<file path="config.mk">
export PLATFORM = sky130hd
export DESIGN_NAME = pdm_cic_decimator
export DESIGN_NICKNAME = d
export VERILOG_FILES = /design/src/rtl/pdm_pkg.sv /design/src/rtl/cic_comb_seq.sv /design/src/rtl/pdm_cic_decimator.sv
export SDC_FILE = /design/constraint.sdc
export NUM_CORES = 1
export LEC_CHECK = 0
export ABC_CLOCK_PERIOD_IN_PS = 10650
export CORE_MARGIN = 3
export CORE_UTILIZATION = 50
export CTS_BUF_LIST = sky130_fd_sc_hd__clkbuf_16
export DETAILED_ROUTE_END_ITERATION = 7
export GPL_TIMING_DRIVEN = 1
export PLACE_DENSITY = 0.66
export SETUP_SLACK_MARGIN = 0.3
export SYNTH_ARGS = -nofsm -noshare
export SYNTH_HDL_FRONTEND = slang
export SYNTH_SLANG_ARGS = --single-unit
</file>
<file path="constraint.sdc">
create_clock -name clk_in -period 10.65 [get_ports clk_in]
set_input_delay 1.5975 -clock clk_in [delete_from_list [all_inputs] [get_ports clk_in]]
set_output_delay 1.5975 -clock clk_in [all_outputs]
set_load 0.05 [all_outputs]
</file>
<file path="src/rtl/pdm_pkg.sv">
// pdm_pkg: shared FSM type and sizing helpers for the PDM CIC decimator.
// Integrator width is ORDER*log2(DEC_RATE)+2 so full-scale input never wraps the comb output.
package pdm_pkg;

   typedef enum logic [1:0] {
      IDLE,
      COMB,
      OUT
   } cic_state_t;

   function automatic int cic_width(input int order, input int rate);
      return order * $clog2(rate) + 2;
   endfunction

   function automatic int cic_shift(input int order, input int rate,
                                    input int out_w);
      return order * $clog2(rate) + 1 - out_w;
   endfunction

   function automatic bit cic_params_ok(input int clk_div, input int order,
                                        input int rate, input int out_w);
      bit ok;
      ok = 1'b1;
      if (clk_div % 2 != 0) ok = 1'b0;
      if (clk_div < 2 * (order + 3)) ok = 1'b0;
      if (order < 1 || order > 5) ok = 1'b0;
      if (rate < 2 || (rate & (rate - 1)) != 0) ok = 1'b0;
      if (out_w < 1 || out_w > order * $clog2(rate) + 1) ok = 1'b0;
      return ok;
   endfunction

endpackage

</file>
<file path="src/rtl/cic_comb_seq.sv">
// cic_comb_seq: time-multiplexed CIC comb chain followed by shift and saturation.
// One comb stage per cycle: ORDER cycles in COMB, then a single OUT cycle.
module cic_comb_seq
   import pdm_pkg::*;
#(
   parameter int ORDER     = 4,
   parameter int DEC_RATE  = 64,
   parameter int OUT_WIDTH = 16,
   parameter int W         = cic_width(ORDER, DEC_RATE)
) (
   input  logic                        i_clk,
   input  logic                        i_rst,
   input  logic                        i_clr,
   input  logic                        i_cap,
   input  logic signed [W-1:0]         i_v,
   output logic signed [OUT_WIDTH-1:0] o_audio,
   output logic                        o_valid
);

   localparam int SHIFT = cic_shift(ORDER, DEC_RATE, OUT_WIDTH);
   localparam int KW    = (ORDER > 1) ? $clog2(ORDER) : 1;
   localparam int PAD   = W - OUT_WIDTH + 1;

   localparam logic signed [W-1:0] Y_MAX =
      {{PAD{1'b0}}, {(OUT_WIDTH-1){1'b1}}};
   localparam logic signed [W-1:0] Y_MIN =
      {{PAD{1'b1}}, {(OUT_WIDTH-1){1'b0}}};

   cic_state_t                 r_state;
   cic_state_t                 w_state_nx;
   logic [KW-1:0]              r_k;
   logic signed [W-1:0]        r_v;
   logic signed [W-1:0]        r_dly [ORDER];
   logic signed [W-1:0]        w_y;
   logic signed [OUT_WIDTH-1:0] w_sat;
   logic                       w_last;

   assign w_last = (r_k == KW'(ORDER - 1));
   assign w_y    = r_v >>> SHIFT;

   always_comb begin
      w_sat = w_y[OUT_WIDTH-1:0];
      if (w_y > Y_MAX) begin
         w_sat = Y_MAX[OUT_WIDTH-1:0];
      end else if (w_y < Y_MIN) begin
         w_sat = Y_MIN[OUT_WIDTH-1:0];
      end
   end

   always_comb begin
      w_state_nx = r_state;
      unique case (r_state)
         IDLE:    if (i_cap) w_state_nx = COMB;
         COMB:    if (w_last) w_state_nx = OUT;
         OUT:     w_state_nx = IDLE;
         default: w_state_nx = IDLE;
      endcase
   end

   always_ff @(posedge i_clk or posedge i_rst) begin
      if (i_rst) begin
         r_state <= IDLE;
      end else if (i_clr) begin
         r_state <= IDLE;
      end else begin
         r_state <= w_state_nx;
      end
   end

   // Comb stage k: v <= v - Dk while Dk takes the old v.
   always_ff @(posedge i_clk or posedge i_rst) begin
      if (i_rst) begin
         r_k     <= '0;
         r_v     <= '0;
         o_audio <= '0;
         o_valid <= 1'b0;
         for (int k = 0; k < ORDER; k++) r_dly[k] <= '0;
      end else if (i_clr) begin
         r_k     <= '0;
         r_v     <= '0;
         o_audio <= '0;
         o_valid <= 1'b0;
         for (int k = 0; k < ORDER; k++) r_dly[k] <= '0;
      end else begin
         o_valid <= 1'b0;
         unique case (r_state)
            IDLE: begin
               if (i_cap) begin
                  r_v <= i_v;
                  r_k <= '0;
               end
            end
            COMB: begin
               r_v        <= r_v - r_dly[r_k];
               r_dly[r_k] <= r_v;
               r_k        <= r_k + 1'b1;
            end
            OUT: begin
               o_audio <= w_sat;
               o_valid <= 1'b1;
            end
            default: ;
         endcase
      end
   end

endmodule

</file>
<file path="src/rtl/pdm_cic_decimator.sv">
// pdm_cic_decimator: mic clock divider, tick sampler and pipelined CIC integrators.
// The decimated value is handed to cic_comb_seq for the comb chain and output stage.
module pdm_cic_decimator
   import pdm_pkg::*;
#(
   parameter int CLK_DIV   = 32,
   parameter int ORDER     = 4,
   parameter int DEC_RATE  = 64,
   parameter int OUT_WIDTH = 16
) (
   input  logic                        clk_in,
   input  logic                        rst_in,
   input  logic                        enable_in,
   input  logic                        mic_data_in,
   output logic                        mic_clk_out,
   output logic                        pdm_valid_out,
   output logic signed [OUT_WIDTH-1:0] audio_out,
   output logic                        audio_valid_out
);

   localparam int W    = cic_width(ORDER, DEC_RATE);
   localparam int DW   = $clog2(CLK_DIV);
   localparam int TW   = $clog2(DEC_RATE);
   localparam int HALF = CLK_DIV / 2;

   if (!cic_params_ok(CLK_DIV, ORDER, DEC_RATE, OUT_WIDTH)) begin : g_bad_params
      $error("pdm_cic_decimator: illegal parameter combination");
   end

   logic [DW-1:0]       r_div;
   logic                r_mclk;
   logic                r_mclk_d;
   logic [TW-1:0]       r_tcnt;
   logic signed [W-1:0] r_int [ORDER];
   logic signed [W-1:0] w_int_nx [ORDER];
   logic signed [W-1:0] w_x;
   logic                w_tick;
   logic                w_dec;

   assign w_tick        = r_mclk & ~r_mclk_d;
   assign w_dec         = w_tick & (r_tcnt == TW'(DEC_RATE - 1));
   assign w_x           = {{(W-1){~mic_data_in}}, 1'b1};
   assign mic_clk_out   = r_mclk;
   assign pdm_valid_out = w_tick;

   always_ff @(posedge clk_in or posedge rst_in) begin
      if (rst_in) begin
         r_div    <= '0;
         r_mclk   <= 1'b0;
         r_mclk_d <= 1'b0;
      end else if (!enable_in) begin
         r_div    <= '0;
         r_mclk   <= 1'b0;
         r_mclk_d <= 1'b0;
      end else begin
         r_div    <= (r_div == DW'(CLK_DIV - 1)) ? '0 : r_div + 1'b1;
         r_mclk   <= (r_div < DW'(HALF));
         r_mclk_d <= r_mclk;
      end
   end

   // Integrators are pipelined: each stage sums the previous stage's old value.
   always_comb begin
      w_int_nx[0] = r_int[0] + w_x;
      for (int k = 1; k < ORDER; k++) begin
         w_int_nx[k] = r_int[k] + r_int[k-1];
      end
   end

   always_ff @(posedge clk_in or posedge rst_in) begin
      if (rst_in) begin
         r_tcnt <= '0;
         for (int k = 0; k < ORDER; k++) r_int[k] <= '0;
      end else if (!enable_in) begin
         r_tcnt <= '0;
         for (int k = 0; k < ORDER; k++) r_int[k] <= '0;
      end else if (w_tick) begin
         r_tcnt <= r_tcnt + 1'b1;
         for (int k = 0; k < ORDER; k++) r_int[k] <= w_int_nx[k];
      end
   end

   // The comb takes the post-update last integrator so v holds it on the next cycle.
   cic_comb_seq #(
      .ORDER     (ORDER),
      .DEC_RATE  (DEC_RATE),
      .OUT_WIDTH (OUT_WIDTH)
   ) u_comb (
      .i_clk   (clk_in),
      .i_rst   (rst_in),
      .i_clr   (~enable_in),
      .i_cap   (w_dec),
      .i_v     (w_int_nx[ORDER-1]),
      .o_audio (audio_out),
      .o_valid (audio_valid_out)
   );

endmodule

</file>
[Yosys cells after proc, flatten, opt, wreduce, memory -nomap -nowiden]
Index checks and enable logic that the tools add are counted.
Word-level totals
  flip-flop bits (word level): 268
  input port bits: 4
  output and inout port bits: 19
  logic and storage cells: 82
Cells by class
  add/subtract/negate cells: 8
  magnitude comparators: 5
  eq/ne operators: 11
  multiplexer cells: 32
  bitwise gates (word level): 5
  reductions and logical operators: 4
Operators by type and width (number)
  $mux 104: 4
  $mux 26: 5
  $bwmux 104: 1
  $add 26x26->26: 3
  $mux 16: 4
  $bmux 26 s2: 1
  $demux 26 s2: 1
  $pmux 26 s2: 1
  $add 26x2->26: 1
  $sub 26x26->26: 1
  $gt 17x16->1 const B: 1
  $lt 17x16->1 const B: 1
  $mux 6: 2
  $mux 2: 5
  $mux 5: 2
  $pmux 2 s2: 2
  $add 6x1->6 const B: 1
  $eq 6x6->1 const B: 1
  $ne 2x1->1 const B: 3
  $ne 3x2->1 const B: 2
  $add 5x1->5 const B: 1
  $eq 5x5->1 const B: 1
  $lt 5x5->1 const B: 1
  $eq 2x2->1 const B: 2
  12 further kinds: 18

[Longest topological paths before layout]
  word-level depth: 8
  gate-level depth with buffers: 14
  gate-level depth less buffers: 12

[By module]
A second synthesis with hierarchy kept.
Second synthesis, totals
  cell total of the unflattened synthesis: 1966
  area, all modules: 17413.0 um^2
By module, submodules not included
  pdm_cic_decimator: times used 1, cells an instance 1093, area each 9208.8 um^2, seq. area each 2927.8 um^2
  cic_comb_seq: times used 1, cells an instance 873, area each 8204.1 um^2, seq. area each 3778.6 um^2

[Worst setup path before layout]
No wires, ideal clock.
  kind: reg-to-reg
  from: reg u_comb.r_k[0]
  to: reg u_comb.r_v[22]
  setup time: 141 ps
  arrival time: 4238 ps
  required time: 10509 ps
  setup slack: 6271 ps
  stages on the path, launching flop included: 15
  path buffers: 2
  period minus slack after synthesis: 4379 ps
  path through: dfrtp_1 buf_1 buf_1 mux4_2 ha_1 fa_1 nor2b_1 o31ai_1 a21oi_1 a311oi_1 o311ai_1 nand4_1 a31oi_1 xnor2_1 o221ai_1
Between the ends
  longest elaborated chain between the ends: 7
Ends and longest elaborated chain
  from (decl): RTL line cic_comb_seq.sv:31  | logic [KW-1:0] r_k;
  from (signal assigned): RTL line cic_comb_seq.sv:96  | r_k <= r_k + 1'b1;
  $not 2->3 (not written as such): RTL line cic_comb_seq.sv:94  | r_v <= r_v - r_dly[r_k];
  $bmux 26 s2: RTL line cic_comb_seq.sv:94
  $mux 26 (not written as such) (2 in a row): RTL line cic_comb_seq.sv:94
  $sub 26x26->26: RTL line cic_comb_seq.sv:94
  $pmux 26 s2: RTL line cic_comb_seq.sv:86  | unique case (r_state)
  $mux 26: RTL line cic_comb_seq.sv:78  | end else if (i_clr) begin
  to (signal assigned): RTL line cic_comb_seq.sv:89  | r_v <= i_v;
  to (signal assigned): RTL line cic_comb_seq.sv:94
  to (decl): RTL line cic_comb_seq.sv:32  | logic signed [W-1:0] r_v;
No other way between the ends. The select of a mux whose other input is x is not followed.
A chain may end at the register's enable or synchronous reset.

[Worst setup path after layout]
  from: in mic_data_in
  to: reg r_int[102] (netlist name)
Between the ends
  longest elaborated chain between the ends: 4
Ends and longest elaborated chain
  from (decl): RTL line pdm_cic_decimator.sv:14  | input logic mic_data_in,
  $not 1->1: RTL line pdm_cic_decimator.sv:42  | assign w_x = {{(W-1){~mic_data_in}}, 1'b1};
  $add 26x2->26: RTL line pdm_cic_decimator.sv:64  | w_int_nx[0] = r_int[0] + w_x;
  $mux 104: RTL line pdm_cic_decimator.sv:77  | end else if (w_tick) begin
  $mux 104: RTL line pdm_cic_decimator.sv:74  | end else if (!enable_in) begin
  to (decl): RTL line pdm_cic_decimator.sv:34  | logic signed [W-1:0] r_int [ORDER];
No other way between the ends. The select of a mux whose other input is x is not followed.

==> impl_metrics.ini <==
[critical_path]
crit_path_max_incr_delay_ns = 0.71
timing.rr.start = u_comb.r_k[0]
end_kind = register
worst-r2r-cell-count = 12
path_cells = clkdlybuf4s50_1 -> inv_1 -> ha_1 -> nor2b_1 -> o21ai_0 -> a21boi_0 -> o2111ai_1 -> a211oi_1 -> o2111ai_1 -> a21boi_1 -> nand4_1 -> o211ai_1
cp.arrival_ns = 5.43
ff2ff_setup_slack_ns = 6.42
worst_path_max_delay_cell = inv_1
cpLargestDelayFamily = compound AO/OA/AOI/OAI gates
worstPathMaxFanout = 25
cpMostUsedCell = o2111ai_1
required_ns = 11.12
critPathKind = in2reg
path_buf_inv = 2
regToRegEndpoint = u_comb.r_v[22]
cp-start-kind = primary input

[layout]
syn_to_final_growth_pct = 9.251
final_area_um2 = 18690
fin_nets = 1934
drive_above_1_share = 0.05915

[synth]
async_flop_share = 1.000
synth.distinct_cells = 74
synth-warning-count = 0
synth_top_area_share = 0.3920
ys_ff_latch = 268
syn_area_per_cell_um2 = 9.484
syn_nets = 1946
synthTopCellsByArea = dfrtp_1 (39%), ha_1 (9.7%), a22o_1 (5.5%)
synth_area_um2 = 17110
synthTopCellsByCount = dfrtp_1 (268), nand2_1 (214), o21ai_0 (139)
synth_edf_count = 0
synth_seq_area_share = 0.3920
syn-instance-count = 1804
yosys.area.top_type = dfrtp_1
dominantRegCellSynth = dfrtp_1
yosysMostFrequentCell = dfrtp_1

[clocking]
cts_resized = 0
numClockSinks = 268
postCtsSetupBuffers = 0
htree_levels = 1
ctsHoldBuffers = 0
cts_tree = built
cts_made_buffers = 31
root_buffer = clkbuf_16
path_clk_slew_ns = 0.06
clock_path_buffers = 3
clock_latency_ns = 0.58

[sta]
maxSlewViolCount = 0
finalCritPeriodShare = 0.4653
finalSetupViolCount = 0
worst_pin_slew_ns = 1.039
fin_skew_ns = 0.02094
post-route-min-period_ns = 4.955
fmax_mhz = 201.8
grt_setup_unrepaired = false
fin_setup_tns_ns = 0
relSlewSlack = 0.3054
final-hold-violation-count = 0

[detailed_routing]
vias = 13432
ant_nets = 0
drt-total-wl_mm = 39.91
wl_per_cell_um = 17.67
first_pass_iters = 5
avgViaCountPerCell = 5.949
drc_errors = 0
drt_iter0_markers = 847

[pwr]
leakage_nw = 8.774
total_power_mw = 2.395
irDropWorstVdd_uv = 154.7
p_per_area_nw_per_um2 = 128.2

[floorplanning]
coreArea_um2 = 33620
start_util = 0.5090
io_pins = 23
die_x_um = 191.0
die_area_um2 = 36470
rows = 67
die_h_um = 191.0

[placement]
gp_congestion = 0.8380
post_dp_cell_area_um2 = 17770
port-buffer-count = 22
dpl.hpwl_mm = 26.72

[global_route]
grt_pass1_wl_mm = 67.13
grtUsageTotal = 0.2214
grt_max_degree = 121
grt_overflow = 0
antenna_found_initial = 0
grt_pass1_vias = 13089

[job]
cap_viol_max_count = 0

[hold_path]
hold_depth = 1
min_from = r_div[4]
min_path_type = reg2reg
worstHoldEndpoint = mic_clk_out

[status]
status = completed
[placed cells by master (no fill, tap or decap), types with 9 or more instances in the layout]
cell               n
a21oi_1           92
dfrtp_1          267
a31oi_1           17
nand2b_1          20
nor2_1            92
mux4_2            26
o21ai_0          139
o21bai_1          22
xor2_1            37
nand3_1           34
and3_1            27
and2_1            48
xnor2_1           60
a21boi_0          48
a22o_1           107
a211oi_1          13
nand4_1           19
nor3_1            21
o211ai_1          11
a21o_1            47
o21a_1            12
o31ai_1            9
clkbuf_16         31
ha_1             133
nand2_1          214
nor2b_1           14
clkdlybuf4s50_1   21
buf_4             18
inv_1             75
[power breakdown]
| group | switching [mW] | total (mW) | internal [mW] |
|---|---|---|---|
| clock network | 0.415 | 0.984 | 0.569 |
| registers | 0.0291 | 1.08 | 1.05 |
| logic | 0.206 | 0.336 | 0.130 |
[area by class of cell]
cell class | count | area [um^2]
antenna | 1 | 2.502
fill | 2970 | 14920
sequential | 268 | 6708
clock inverter | 19 | 146.4
multi-input combinational | 1380 | 9876
inverter | 72 | 277.8
tap | 448 | 560.5
timing repair buffer | 39 | 345.3
clock buffer | 31 | 775.7
[layer usage]
| layer | global-route usage | vias to the layer above | part of all wire |
|---|---|---|---|
| met5 | 0 | - | 0 |
| met4 | 0.04798 | 0 | 0.021 |
| met3 | 0.02256 | 51 | 0.038 |
| met2 | 0.3824 | 275 | 0.48 |
| met1 | 0.3036 | 6530 | 0.46 |
| li1 | - | 6576 | - |
[flip-flops by register name, summed over array words and instances (netlist names)]
register / cells
r_int: 104
u_comb.r_dly: 104
u_comb.r_k: 2
u_comb.r_state: 2
r_tcnt: 6
mic_clk_out: 1
u_comb.o_valid: 1
r_mclk_d: 1
u_comb.o_audio: 16
u_comb.r_v: 26
r_div: 5
[worst reg2reg max path, delay by kind of cell, from the launching register on]
kind                     cells  cell delay [ns]
AO/OA/AOI/OAI                6             1.67
AND/OR/NAND/NOR              2             0.39
XOR/XNOR                     1             0.16
adder cells (fa/ha/maj)      2             0.69
multiplexers                 1             0.58
flip-flops                   1             0.62
[per-stage QoR]
step                  util  std cells  hold slack (ns)  worst slack [ns]
floorplan                -       1804           0.4091             1.671
global placement    0.5285       2207           0.4196             5.328
global route        0.5560       2257           0.4665             5.381
CTS                 0.5560       2257           0.4367             5.776
finish              0.5560       2258           0.4298             5.695
detailed placement  0.5285       2207           0.4289             5.208
[worst max path at each step]
stage | cells after the start | slack, ns | end | start
after global routing | 12 | 5.38 | r_int[102] | mic_data_in
after detailed placement | 12 | 5.21 | r_int[102] | mic_data_in
final | 12 | 5.69 | r_int[102] | mic_data_in
after floorplan | 1 | 1.67 | mic_clk_out | rst_in
after global placement | 12 | 5.33 | r_int[102] | mic_data_in
after CTS | 12 | 5.78 | r_int[102] | mic_data_in
[cells by family after synthesis]
family          after synthesis  synth area share
fa+ha+maj                   138            0.1031
compound gates              596            0.2409
buf+inv                     156           0.03423
flops                       268            0.3920
simple gates                518            0.1430
xor+xnor                     97           0.04966
mux                          31           0.03715
Power figures use the tool's default switching activity.
